===== src/rtl/pump_dose_driver.sv =====
// pump_dose_driver
//   Turns the interval timer's active-low motor request into a safe motor drive:
//   two-flop request synchroniser, 16-step PWM soft-start ramp, maximum on-time
//   fault, minimum off-time lockout, and a two-digit BCD count of completed doses.
//
// Ports
//   CLOCK_50   in   50 MHz clock, rising edge
//   reset      in   synchronous reset, active-low
//   req_n      in   asynchronous run request, active-low
//   enable     in   master enable switch, level-sensitive
//   motor      out  registered PWM motor drive, active-high
//   running    out  high while ramping or running
//   fault      out  high while latched in the on-time fault state
//   dose_ones  out  BCD ones digit of completed doses
//   dose_tens  out  BCD tens digit of completed doses
module pump_dose_driver #(
    parameter int unsigned RAMP_STEP_CYCLES = 50000,
    parameter int unsigned MAX_ON_CYCLES    = 150000000,
    parameter int unsigned MIN_OFF_CYCLES   = 50000000
) (
    input  logic       CLOCK_50,
    input  logic       reset,
    input  logic       req_n,
    input  logic       enable,
    output logic       motor,
    output logic       running,
    output logic       fault,
    output logic [3:0] dose_ones,
    output logic [3:0] dose_tens
);

    localparam logic [27:0] STEP_LAST = 28'(RAMP_STEP_CYCLES - 1);
    localparam logic [27:0] ON_LAST   = 28'(MAX_ON_CYCLES - 1);
    localparam logic [27:0] OFF_LAST  = 28'(MIN_OFF_CYCLES - 1);

    typedef enum logic [2:0] {
        ST_IDLE,
        ST_RAMP,
        ST_RUN,
        ST_COOLDOWN,
        ST_FAULT
    } state_t;

    state_t      state_q, state_d;
    logic        sync1_q, sync2_q;
    logic [3:0]  pwm_cnt_q;
    logic [4:0]  duty_q, duty_d;
    logic [27:0] step_cnt_q, step_cnt_d;
    logic [27:0] on_cnt_q, on_cnt_d;
    logic [27:0] off_cnt_q, off_cnt_d;
    logic        motor_q, motor_d;
    logic [3:0]  ones_q, ones_d;
    logic [3:0]  tens_q, tens_d;
    logic        req;
    logic        active;
    logic        dose_inc;

    assign req    = !sync2_q;
    assign active = (state_q == ST_RAMP) || (state_q == ST_RUN);

    always_ff @(posedge CLOCK_50) begin
        if (!reset) begin
            state_q    <= ST_IDLE;
            sync1_q    <= 1'b1;
            sync2_q    <= 1'b1;
            pwm_cnt_q  <= '0;
            duty_q     <= '0;
            step_cnt_q <= '0;
            on_cnt_q   <= '0;
            off_cnt_q  <= '0;
            motor_q    <= 1'b0;
            ones_q     <= '0;
            tens_q     <= '0;
        end else begin
            state_q    <= state_d;
            sync1_q    <= req_n;
            sync2_q    <= sync1_q;
            pwm_cnt_q  <= pwm_cnt_q + 4'd1;
            duty_q     <= duty_d;
            step_cnt_q <= step_cnt_d;
            on_cnt_q   <= on_cnt_d;
            off_cnt_q  <= off_cnt_d;
            motor_q    <= motor_d;
            ones_q     <= ones_d;
            tens_q     <= tens_d;
        end
    end

    always_comb begin
        state_d    = state_q;
        duty_d     = duty_q;
        step_cnt_d = step_cnt_q;
        on_cnt_d   = on_cnt_q;
        // Held at zero outside COOLDOWN so every entry starts a fresh lockout.
        off_cnt_d  = '0;
        dose_inc   = 1'b0;

        case (state_q)
            ST_IDLE: begin
                duty_d = '0;
                if (req && enable) begin
                    state_d    = ST_RAMP;
                    on_cnt_d   = '0;
                    step_cnt_d = '0;
                end
            end
            ST_RAMP, ST_RUN: begin
                on_cnt_d = on_cnt_q + 28'd1;
                // Exit priority: on-time fault, then enable loss, then release.
                if ((on_cnt_q == ON_LAST) && req) begin
                    state_d = ST_FAULT;
                    duty_d  = '0;
                end else if (!enable) begin
                    state_d = ST_COOLDOWN;
                    duty_d  = '0;
                end else if (!req) begin
                    state_d  = ST_COOLDOWN;
                    duty_d   = '0;
                    dose_inc = (state_q == ST_RUN);
                end else if (state_q == ST_RAMP) begin
                    if (step_cnt_q == STEP_LAST) begin
                        step_cnt_d = '0;
                        duty_d     = duty_q + 5'd1;
                        if (duty_q == 5'd15) begin
                            state_d = ST_RUN;
                        end
                    end else begin
                        step_cnt_d = step_cnt_q + 28'd1;
                    end
                end
            end
            ST_COOLDOWN: begin
                duty_d = '0;
                if (off_cnt_q == OFF_LAST) begin
                    state_d = ST_IDLE;
                end else begin
                    off_cnt_d = off_cnt_q + 28'd1;
                end
            end
            ST_FAULT: begin
                duty_d = '0;
                if (!enable) begin
                    state_d = ST_IDLE;
                end
            end
            default: begin
                state_d = ST_IDLE;
                duty_d  = '0;
            end
        endcase
    end

    always_comb begin
        ones_d = ones_q;
        tens_d = tens_q;
        if (dose_inc) begin
            if (ones_q == 4'd9) begin
                ones_d = '0;
                tens_d = (tens_q == 4'd9) ? 4'd0 : tens_q + 4'd1;
            end else begin
                ones_d = ones_q + 4'd1;
            end
        end
    end

    // duty of 16 exceeds every pwm_cnt value, giving a constant-high drive.
    assign motor_d = active && ({1'b0, pwm_cnt_q} < duty_q);

    assign motor     = motor_q;
    assign running   = active;
    assign fault     = (state_q == ST_FAULT);
    assign dose_ones = ones_q;
    assign dose_tens = tens_q;

endmodule


===== config.mk =====
export PLATFORM = sky130hd
export DESIGN_NAME = pump_dose_driver
export DESIGN_NICKNAME = d
export VERILOG_FILES = /design/src/rtl/pump_dose_driver.sv
export SDC_FILE = /design/constraint.sdc
export NUM_CORES = 1
export LEC_CHECK = 0
export CORE_MARGIN = 2
export CORE_UTILIZATION = 61
export DETAILED_ROUTE_END_ITERATION = 12
export PLACE_DENSITY = 0.84
export SYNTH_ARGS = -nofsm -noshare
export SYNTH_HDL_FRONTEND = slang
export SYNTH_SLANG_ARGS = --single-unit

===== constraint.sdc =====
create_clock -name CLOCK_50 -period 2.5 [get_ports CLOCK_50]
set_input_delay 0.5 -clock CLOCK_50 [delete_from_list [all_inputs] [get_ports CLOCK_50]]
set_output_delay 0.5 -clock CLOCK_50 [all_outputs]
set_load 0.02 [all_outputs]

== Word level (Yosys, flattened, before mapping) ==
Cells that the tools add are included.

* Bits in registers: 107
* Input bits: 4
* Output and inout bits: 11
* Logic and storage cells: 82

* Add/sub/neg operators: 7
* Order comparisons: 1
* Eq/ne operators: 20
* Mux-type cells: 24
* Bitwise logic cells: 4
* Reductions and logical operators: 15

{| class="wikitable"
|+ Operators by type and width
! kind !! count
|-
| $mux 28 || 6
|-
| $pmux 28 s2 || 2
|-
| $add 28x1->28 const B || 3
|-
| $eq 28x16->1 const B || 1
|-
| $eq 28x26->1 const B || 1
|-
| $eq 28x28->1 const B || 1
|-
| $mux 3 || 9
|-
| $ne 5x5->1 const B || 3
|-
| $ne 2x2->1 const B || 7
|-
| $add 4x1->4 const B || 3
|-
| $pmux 3 s4 || 1
|-
| $reduce_and 6->1 || 2
|-
| $eq 4x4->1 const B || 2
|-
| $mux 4 || 2
|-
| $eq 3x2->1 const B || 2
|-
| $reduce_and 2->1 || 3
|-
| $add 5x1->5 const B || 1
|-
| $eq 5x4->1 const B || 1
|-
| $lt 4x5->1 || 1
|-
| $reduce_or 5->1 || 1
|-
| $mux 1 || 4
|-
| $not 1->1 || 4
|-
| $eq 3x1->1 const B || 1
|-
| $eq 3x3->1 const B || 1
|-
| other kinds (7) || 9
|}

== Depth between registers and ports, before layout ==
* Depth in word-level cells: 8
* Depth in mapped cells: 9

== Least setup slack after synthesis ==
OpenSTA, ideal clock, no wires.

* Path type: flip-flop to flip-flop
* Start: reg step_cnt_q[0]
* End: reg step_cnt_q[13]
* Library setup time: 0.070 ns
* Arrival: 1.986 ns
* Required time: 2.430 ns
* Slack: 0.444 ns
* Stages on the path, launching flop included: 8
* Path buffers: 0
* Cell sequence: dfxtp_1 -> ha_1 -> and3_1 -> nand4b_1 -> o21ai_4 -> a211o_4 -> or4_1 -> a21oi_1

* Cells in the longest elaborated chain, start to end: 7

{| class="wikitable"
|+ RTL lines
! what !! line !! source
|-
| start, declared || 48 || <nowiki>logic [27:0] step_cnt_q, step_cnt_d;</nowiki>
|-
| start signal, assigned || 80 || <nowiki>step_cnt_q <= step_cnt_d;</nowiki>
|-
| $add 28x1->28 / $eq 28x16->1 (equally long branches) || 128, 121 ||
|-
| $mux 28 * || 121 || <nowiki>if (step_cnt_q == STEP_LAST) begin</nowiki>
|-
| $mux 28 * || 120 || <nowiki>end else if (state_q == ST_RAMP) begin</nowiki>
|-
| $mux 28 * || 116 || <nowiki>end else if (!req) begin</nowiki>
|-
| $mux 28 * || 113 || <nowiki>end else if (!enable) begin</nowiki>
|-
| $mux 28 * || 110 || <nowiki>if ((on_cnt_q == ON_LAST) && req) begin</nowiki>
|-
| $pmux 28 s2 * || 98 || <nowiki>case (state_q)</nowiki>
|}

Mark *: on every way between the ends. The rest lies on a longest branch, timed or not. The select of a mux whose other input is x is not followed.
A chain may end at the register's enable or synchronous reset.

== Worst setup path after layout ==
* Start: reg state_q[1]
* End: out running

* Cells in the longest elaborated chain, start to end: 2

{| class="wikitable"
|+ RTL lines
! what !! line !! source
|-
| start, declared || 44 || <nowiki>state_t state_q, state_d;</nowiki>
|-
| start signal, assigned || 75 || <nowiki>state_q <= state_d;</nowiki>
|-
| $eq 3x1->1 / $eq 3x2->1 (equally long branches) || 59 || <nowiki>assign active = (state_q == ST_RAMP) || (state_q == ST_RUN);</nowiki>
|-
| $logic_or 1x1->1 * || 59 ||
|-
| end, declared || 26 || <nowiki>output logic running,</nowiki>
|}

Mark *: on every way between the ends. The rest lies on a longest branch, timed or not.

==> reports/qor.csv <==
metric,value,unit
outcome,"complete, no violations",
top_layer_used,met4,
min_path_type,reg2reg,
nFillCells,663,
clockBufferDepth,2,
crit_required,2.00,ns
worst_pin_slew,0.555,ns
hold_viol,0,
rr_worst_depth,8,
grt_pass1_wl,19200,um
fin_hold_ws,0.433,ns
gp_congestion,0.822,
clk_latency,0.38,ns
holdPathStages,1,
first_iter_violations,218,
grt_pass1_vias,4379,
grt_overflow,0,
path_class,reg2out,
cts_tree,yes,
start_util,63.7,%
worstHoldStart,sync1_q$_SDFF_PN1_,
clock_skew,0.0118,ns
avgSynthCellArea,8.40,sq um
async_reset_ff_share,0,%
die-area,0.00942,sq mm
syn_area,0.00528,sq mm
dr_wl_met2,5590,um
netlist.area_leader.share,40.5,%
final_cells,759,
r2r-end,step_cnt_q[11]$_SDFFE_PN0P_,
ios,15,
min_period,2.35,ns
firstDrtPassIters,5,
layout.nets,662,
cts_sinks,107,
ant_nets,0,
worst_setup_path_end_kind,primary output,
fmax,425,MHz
synth_ff_type,dfxtp_1,
route.met3.wl,488,um
area_growth,9.57,%
synth_top_cell_by_area,dfxtp_1,
pwr_density_cell,573,mW/mm^2
dp_cells,742,
cts_buffers,9,
die_y,97.1,um
root_buffer,clkbuf_8,
drv_slew,0,
wl_per_cell,14.5,um
drc,0,
grt_max_degree,44,
drt-met1-wl,4690,um
ctsHoldBuffers,0,
rows,33,
track_usage,23.9,%
clkSlewWorstSetupHoldPaths,0.11,ns
yosysMostFrequentCell,dfxtp_1,
worst_setup_path_start_kind,register,
cap_violations,0,
h-tree-depth,3,
p_leak,1.86,nW
tns,0,ns
final_util,69.7,%
synth-edff-count,0,
holdPathEnd,sync2_q$_SDFF_PN1_,
antenna_cells,0,
finalSetupViolCount,0,
fin_crit_sh,94.1,%
synth_cell_type_count,63,
critPathArrivalTime,1.85,ns
cp_max_fo,8,
yosysSeqAreaShare,40.5,%
ys_warn_count,0,
num_vias,4556,
r2r_start,step_cnt_q[0]$_SDFFE_PN0P_,
drt-vias-per-instance,6.00,
synth_fp_nets,642,
synth.area.top_cells,"dfxtp_1 41%, nor2_1 6.4%, a21oi_1 4.6%",
synth_common_cells,"107 x dfxtp_1, 90 x nor2_1, 49 x a21oi_1",
worst_ir_drop_vdd,0.361,mV
slew_headroom,62.8,%
rsz0062_at_grt,no,
r2r_slack,0.18,ns
dpl.hpwl,7520,um
drive_gt1_share,8.10,%
antenna_found_initial,0,
syn_inst,629,
die_w,97.1,um
core,0.00830,sq mm
routed_wirelength,11000,um
ys_ff_latch,107,
port_buffers,14,
-- routing by layer --
layer | up-vias | global-route usage [%]
met3 | 23 | 4.03
li1 | 2292 | -
met1 | 2123 | 28.5
met5 | - | 0
met2 | 118 | 42.9
met4 | 0 | 9.10
-- registers in the layout, summed over array words and instances (netlist names), 3 cells and up --
register    count
state_q         3
off_cnt_q      28
dose_tens       4
duty_q          5
pwm_cnt_q       4
step_cnt_q     28
on_cnt_q       28
dose_ones       4
-- through the flow --
step                      setup WS (ns)  power, mW  cell area, sq um
after CTS                       0.00571       3.35              5770
after global placement            0.114       2.30              5580
after floorplan                   0.444       2.17              5280
after detailed placement         0.0574       2.31              5580
after global routing             0.0337       3.46              5790
final                             0.147       3.32              5790
-- logic make-up after synthesis --
logic type	after synthesis	share of synthesized area, %
DFF	107	40.5
AOI/OAI and AO/OA	120	14.1
xor gates and xnor gates	51	8.60
buffers and inverters	40	3.51
and+or+nand+nor	297	30.1
muxes	4	0.805
adders and majority gates	10	2.32
-- placed cells by master (no fill, tap or decap), types with 3 or more instances in the layout --
cell,count
nor3b_1,3
a31oi_1,5
buf_4,19
nand3_1,30
o41ai_1,4
nand2b_1,5
a21o_1,3
ha_1,9
nor4b_1,4
dfxtp_1,106
clkbuf_8,9
a211oi_1,3
nor2b_1,10
and4_1,12
o21ai_1,3
xor2_1,27
nor3_1,11
or3_1,22
nand2_1,45
nor2_1,90
inv_1,14
or4_1,6
or3b_1,4
and2_1,4
a21oi_1,49
clkdlybuf4s50_1,13
o21ai_0,34
nand4_1,21
o211ai_1,4
xnor2_1,23
clkinv_4,3
nor4_1,7
and3_1,12
inv_6,3
-- worst max path at each step --
stage,slack [ns],endpoint,startpoint,cells past startpoint
final,0.15,running,state_q[1]$_SDFFE_PN0P_,4
after global placement,0.11,step_cnt_q[14]$_SDFFE_PN0P_,enable,7
after global routing,0.03,step_cnt_q[17]$_SDFFE_PN0P_,step_cnt_q[0]$_SDFFE_PN0P_,8
after CTS,0.006,fault,state_q[0]$_SDFFE_PN0P_,4
after floorplan,0.44,step_cnt_q[13]$_SDFFE_PN0P_,step_cnt_q[0]$_SDFFE_PN0P_,7
after detailed placement,0.06,step_cnt_q[15]$_SDFFE_PN0P_,enable,7
-- critical path, cell delays in order, from the launching register on --
cell and delay, ns:
dfxtp_2 0.46, xor2_2 0.21, nand2b_4 0.12, clkinv_4 0.09, clkdlybuf4s50_1 0.60
-- final cells by class --
| class | count | area [sq um] | area share, % |
|---|---|---|---|
| inverters | 16 | 65.1 | 1.12 |
| multi-input cells | 482 | 2970 | 51.4 |
| flip-flops and latches | 107 | 2140 | 37.0 |
| repair buffers | 33 | 285 | 4.93 |
| clock inverters | 7 | 66.3 | 1.15 |
| clock buffers | 9 | 124 | 2.14 |
| well taps | 105 | 131 | 2.27 |
-- power breakdown --
| group | switching [mW] | total [mW] | internal [mW] |
|---|---|---|---|
| registers | 0.0383 | 1.77 | 1.73 |
| clock network | 0.644 | 1.04 | 0.391 |
| logic | 0.310 | 0.510 | 0.200 |
-- what timing repair did --
action	CTS	global route
resized for setup	0	3
setup buffers	0	1
setup endpoints to repair	0	11
Power figures use the tool's default switching activity.
